<file path="src/rtl/pipe_stage_reg.sv">
// pipe_stage_reg: parametrised pipeline stage register with valid/ready handshake,
// synchronous flush (bubble insertion) and a saturating stall-cycle counter.
// Ports: clock/reset (async, active-high); flush squashes stage contents;
// in_valid/in_ready/in_ctrl/in_data upstream beat; out_valid/out_ready/out_ctrl/
// out_data registered downstream beat (out_ctrl zero while out_valid=0);
// stall_cnt counts cycles with out_valid && !out_ready, saturating.
// Define PIPE_STAGE_SKID_EN to add a one-entry skid buffer with registered in_ready.
module pipe_stage_reg #(
    parameter int CTRL_W   = 8,
    parameter int DATA_W   = 32,
    parameter int NUM_DATA = 4,
    parameter int CNT_W    = 16
) (
    input  logic                       clock,
    input  logic                       reset,
    input  logic                       flush,
    input  logic                       in_valid,
    output logic                       in_ready,
    input  logic [CTRL_W-1:0]          in_ctrl,
    input  logic [NUM_DATA*DATA_W-1:0] in_data,
    output logic                       out_valid,
    input  logic                       out_ready,
    output logic [CTRL_W-1:0]          out_ctrl,
    output logic [NUM_DATA*DATA_W-1:0] out_data,
    output logic [CNT_W-1:0]           stall_cnt
);
    localparam int DW = NUM_DATA * DATA_W;
    logic              valid_q, valid_d;
    logic [CTRL_W-1:0] ctrl_q, ctrl_d;
    logic [DW-1:0]     data_q, data_d;
    logic [CNT_W-1:0]  stall_q, stall_d;
    logic              main_free, acc;
    assign main_free = !valid_q || out_ready;
    assign acc       = in_valid && in_ready;
    assign stall_d   = (valid_q && !out_ready && !(&stall_q)) ? stall_q + CNT_W'(1) : stall_q;
`ifdef PIPE_STAGE_SKID_EN
    logic              skid_valid_q, skid_valid_d;
    logic [CTRL_W-1:0] skid_ctrl_q, skid_ctrl_d;
    logic [DW-1:0]     skid_data_q, skid_data_d;
    // Ready is purely a flop: the stage can take a beat whenever the skid slot is free.
    assign in_ready = !skid_valid_q;
    always_comb begin
        valid_d      = valid_q;
        ctrl_d       = ctrl_q;
        data_d       = data_q;
        skid_valid_d = skid_valid_q;
        skid_ctrl_d  = skid_ctrl_q;
        skid_data_d  = skid_data_q;
        if (flush) begin
            valid_d      = 1'b0;
            ctrl_d       = '0;
            skid_valid_d = 1'b0;
        end else if (main_free) begin
            // A full skid means in_ready was low, so no new beat competes with it.
            if (skid_valid_q) begin
                valid_d      = 1'b1;
                ctrl_d       = skid_ctrl_q;
                data_d       = skid_data_q;
                skid_valid_d = 1'b0;
            end else begin
                valid_d = acc;
                ctrl_d  = acc ? in_ctrl : '0;
                data_d  = acc ? in_data : data_q;
            end
        end else if (acc) begin
            skid_valid_d = 1'b1;
            skid_ctrl_d  = in_ctrl;
            skid_data_d  = in_data;
        end
    end
    always_ff @(posedge clock or posedge reset) begin
        if (reset) begin
            skid_valid_q <= 1'b0;
            skid_ctrl_q  <= '0;
            skid_data_q  <= '0;
        end else begin
            skid_valid_q <= skid_valid_d;
            skid_ctrl_q  <= skid_ctrl_d;
            skid_data_q  <= skid_data_d;
        end
    end
`else
    assign in_ready = main_free;
    always_comb begin
        valid_d = valid_q;
        ctrl_d  = ctrl_q;
        data_d  = data_q;
        if (flush) begin
            valid_d = 1'b0;
            ctrl_d  = '0;
        end else if (main_free) begin
            valid_d = acc;
            ctrl_d  = acc ? in_ctrl : '0;
            data_d  = acc ? in_data : data_q;
        end
    end
`endif
    always_ff @(posedge clock or posedge reset) begin
        if (reset) begin
            valid_q <= 1'b0;
            ctrl_q  <= '0;
            data_q  <= '0;
            stall_q <= '0;
        end else begin
            valid_q <= valid_d;
            ctrl_q  <= ctrl_d;
            data_q  <= data_d;
            stall_q <= stall_d;
        end
    end
    assign out_valid = valid_q;
    assign out_ctrl  = ctrl_q;
    assign out_data  = data_q;
    assign stall_cnt = stall_q;
endmodule

</file>
<file path="config.mk">
export PLATFORM = sky130hd
export DESIGN_NAME = pipe_stage_reg
export DESIGN_NICKNAME = d
export VERILOG_FILES = /design/src/rtl/pipe_stage_reg.sv
export SDC_FILE = /design/constraint.sdc
export NUM_CORES = 1
export LEC_CHECK = 0
export BUFFER_PORTS_ARGS = -buffer_cell sky130_fd_sc_hd__buf_2
export CAP_MARGIN = 10
export CORE_MARGIN = 3
export CORE_UTILIZATION = 51
export CTS_BUF_LIST = sky130_fd_sc_hd__clkbuf_8
export DETAILED_ROUTE_END_ITERATION = 7
export PLACE_DENSITY = 0.88
export SLEW_MARGIN = 20
export SYNTH_ARGS = -nofsm -noshare
export SYNTH_HDL_FRONTEND = slang
export SYNTH_SLANG_ARGS = --single-unit
</file>
<file path="constraint.sdc">
create_clock -name clock -period 11 [get_ports clock]
set_clock_uncertainty 0.05 [all_clocks]
set_input_delay 2.2 -clock clock [delete_from_list [all_inputs] [get_ports clock]]
set_output_delay 2.2 -clock clock [all_outputs]
set_load 0.03 [all_outputs]
</file>
== Word level (Yosys, flattened, before mapping) ==
Cells that the tools add are included.

* Flip-flop bits (word level): 153
* Bits in latches: 0
* RAM bits: 0
* Memory bits (read-only): 0
* Bits of input ports: 141
* Word-level logic and storage cells: 21
* Memories: 0

* Add/sub/neg operators: 1
* Multipliers: 0
* Divide/modulo/power cells: 0
* $lt $le $gt $ge: 0
* Equality and inequality tests: 0
* Shifts and indexed selects: 0
* Multiplexer cells: 5
* Bitwise logic cells: 1
* Reduce and logical (&&, ||, !) cells: 10

{| class="wikitable"
|+ Operator list
! cell !! count
|-
| $mux W8 || 3
|-
| $add A16 B1 Y16 const B || 1
|-
| $reduce_and A16 Y1 || 1
|-
| $logic_and A1 B1 Y1 || 3
|-
| $logic_not A1 Y1 || 3
|-
| $reduce_and A3 Y1 || 1
|-
| $mux W1 || 2
|-
| $reduce_bool A2 Y1 || 1
|-
| $logic_or A1 B1 Y1 || 1
|-
| $not A1 Y1 || 1
|}

== Logic depth before layout (Yosys ltp) ==
* Depth after elaboration: 6
* Gate-level depth with buffers: 6
* Mapped depth without buffers: 5

== Least setup slack after synthesis ==
OpenSTA, ideal clock, no wires.

* Path type: input-to-output
* From: in out_ready
* To: out in_ready
* Arrival: 2.503 ns
* Setup slack: 6.247 ns
* Cell stages on the path: 2
* Path buffers: 0
* Cell sequence: nor2b_4 -> inv_1

* Longest elaborated chain between the ends: 1

{| class="wikitable"
|+ RTL lines
! what !! RTL line !! source
|-
| start, declared || 22 || <nowiki>input logic out_ready,</nowiki>
|-
| $logic_or A1 B1 Y1 || 33 || <nowiki>assign main_free = !valid_q || out_ready;</nowiki>
|-
| end, declared || 18 || <nowiki>output logic in_ready,</nowiki>
|}

No other way between the ends.

== Worst setup path after layout ==
Ends and elaborated chain as after synthesis.

==> metrics.md <==
| Metric | Value |
|---|---|
| Vias | 4287 |
| Largest net degree at the start of global routing | 89 |
| 1st-pass router iterations | 4 |
| Area leader, netlist | dfrtp_1 |
| Max-Cap Viols | 0 |
| DP HPWL | 11400 µm |
| Tightest hold margin | 449 ps |
| Post-synth top flop | dfrtp_1 |
| CP arrival | 2840 ps |
| DR iter-0 viols | 157 |
| Final Hold Vio Count | 0 |
| Crit path from | out_ready |
| #FFs+latches synth | 153 |
| Period utilization | 0.463 |
| Total negative slack | 0 ps |
| Antenna Cells | 0 |
| Clk_lat worst skew | 430 ps |
| Critical path, cell by cell | buf_2 -> nor2b_4 -> inv_1 -> buf_2 |
| Final setup violation count | 0 |
| Total gr overflow | 0 |
| Reg2reg start | out_valid |
| Worst reg2reg endpoint | out_data[89] |
| Crit path top cell by count | buf_2 |
| Crit. End Element | output port |
| CP required | 8750 ps |
| Number of port buffers | 294 |
| Die W | 113 µm |
| Area share of the largest cell type after synthesis | 0.650 |
| CTS sink cnt | 153 |
| First-pass GRT wire length | 23400 µm |
| Post-synth EDFFs | 0 |
| Final min period | 5090 ps |
| Post-Syn Nets | 513 |
| Number of global-route vias before repair | 4668 |
| Final instance area | 7890 µm² |
| Top Family by Delay on Critical Path | buffers and inverters |
| Final Net Count | 814 |
| Number of core rows | 38 |
| Reg2reg setup slack | 8090 ps |
| TritonCTS clock tree | built |
| Depth of the worst register-to-register path | 5 |
| Top cells by area, synth | dfrtp_1 65%, mux2_2 25%, a22o_1 1.2%, xor2_1 1.2%, nor2_1 0.89% |
| GRT Overall Usage | 0.238 |
| Die Y-Extent | 113 µm |
| Clk pin slew, worst setup/hold paths | 70 ps |
| Max Slew Vio Count | 0 |
| Relative slew slack | 0.402 |
| Fill cell count | 741 |
| Worst Hold Class | reg2reg |
| Final setup margin | 5910 ps |
| Pre-CTS setup slack | 5920 ps |
| Total I/O pin count | 295 |
| Power Density | 203 nW/µm² |
| Overall routed net length | 15100 µm |
| Longest Clk Path Bufs | 2 |
| Largest stage delay, worst path | 190 ps |
| Synth Warn # | 0 |
| Unrepaired setup endpoints after global routing | false |
| Post-synthesis cell type count | 30 |
| Layout cells sized above 1 | 0.676 |
| # DRC | 0 |
| H-tree Lvls | 4 |
| CP max FO | 5 |
| Placed Area | 7470 µm² |
| Worst setup SP type | input pin |
| Worst Tran Pin Value | 897 ps |
| Initial antenna violation count | 0 |
| Postcts setup bufs | 0 |
| Initial Util | 0.531 |
| Critical Path End | in_ready |
| Seq/Total Area, Yosys | 0.650 |
| TritonCTS Buffers | 17 |
| Cts-stage hold buffer count | 0 |
| Final Wtd Congestion | 0.928 |
| Leakage | 0.00398 µW |
| FFs w/ async S/R, synth | 1.00 |
| Worst vdd ir | 0.174 mV |
| Core area | 11100 µm² |
| Status | completed |
| CP bufs+invs | 3 |
| Area growth syn-to-layout | 34.0% |
| CTS Root Buffer Type | clkbuf_8 |
| Synth Cell Area | 5890 µm² |
| Synthesized area per cell | 15.9 µm² |
| Crit path kind | in2out |
| DRT antenna net count | 0 |
| Cell count along the critical path | 4 |
| Post-Syn Instances | 371 |
| CP max stage cell | nor2b_4 |
| Die ar. | 12900 µm² |
| Cts repair resizes | 0 |
| Top achievable clock speed | 0.196 GHz |
| Routed vias/inst | 5.21 |
| WL/cell | 18.3 µm |
| Power consumption | 1600 µW |
cell usage in the layout (no fill, tap or decap), drive strengths merged, types with 3 or more instances in the layout:
cell and count:
bufinv 3, nand3 5, nand4 6, buf 297
inv 4, nor3 3, nand2 7, dfrtp 153
nor2 15, mux2 131, clkinv 3, clkbuf 21
a22o 8, xor2 8
how the worst min path moves through the flow:
stage | startpoint | to | slack, ps | depth (start not counted)
4_1_cts | out_ctrl[3] | out_ctrl[3] | 450 | 1
5_1_grt | out_ctrl[2] | out_ctrl[2] | 460 | 1
6_report | out_ctrl[2] | out_ctrl[2] | 450 | 1
3_5_place_dp | out_ctrl[2] | out_ctrl[2] | 430 | 1
3_3_place_gp | out_ctrl[3] | out_ctrl[3] | 430 | 1
2_1_floorplan | stall_cnt[0] | stall_cnt[0] | 630 | 1
final cells by class:
| cell class | instances | area [µm²] | share of cell area |
|---|---|---|---|
| timing repair buffer | 297 | 1500 | 0.190 |
| clock buffer | 21 | 289 | 0.0366 |
| inverter | 2 | 12.5 | 0.00159 |
| clock inverter | 9 | 124 | 0.0157 |
| sequential | 153 | 3830 | 0.485 |
| tap | 140 | 175 | 0.0222 |
| multi-input combinational | 201 | 1960 | 0.248 |
routing by layer:
layer	track usage	routed length, µm
met1	0.239	5160
met2	0.434	8200
met3	0.0897	1240
met4	0.110	461
met5	0	0
power by group:
part           internal [µW]  total [µW]  switching, µW
Clock                    244         437            193
Combinational            157         452            295
Sequential               653         710           56.6
Total                   1050        1600            545
through the flow:
stage                util  instances
finish              0.712        823
global route        0.712        823
CTS                 0.712        823
detailed placement  0.674        793
global placement    0.674        793
floorplan               -        371
kinds of logic after synthesis:
logic type                 after synthesis  share of synthesized area
AOI/OAI and AO/OA                       13                     0.0176
buffers and inverters                   17                     0.0179
and+or+nand+nor                         47                     0.0474
muxes                                  131                      0.251
adders and majority gates                1                    0.00213
DFF                                    153                      0.650
xor gates and xnor gates                 9                     0.0134
cell usage after synthesis, types with 2 or more instances:
cell type,n
dfrtp_1,153
a41oi_1,2
nand4_1,5
nor2_1,14
buf_2,9
and4_1,2
nand2_1,7
buf_6,2
buf_4,4
inv_1,2
nand3_1,5
a21oi_1,2
nor3_1,3
a22o_1,8
nand3b_1,2
xor2_1,8
mux2_2,130
flip-flops by register name, indices dropped and copies added, names as in the netlist:
register and count:
out_ctrl 8, out_valid 1, out_data 128, stall_cnt 16
Note: power is estimated with default switching activity, not from simulation.
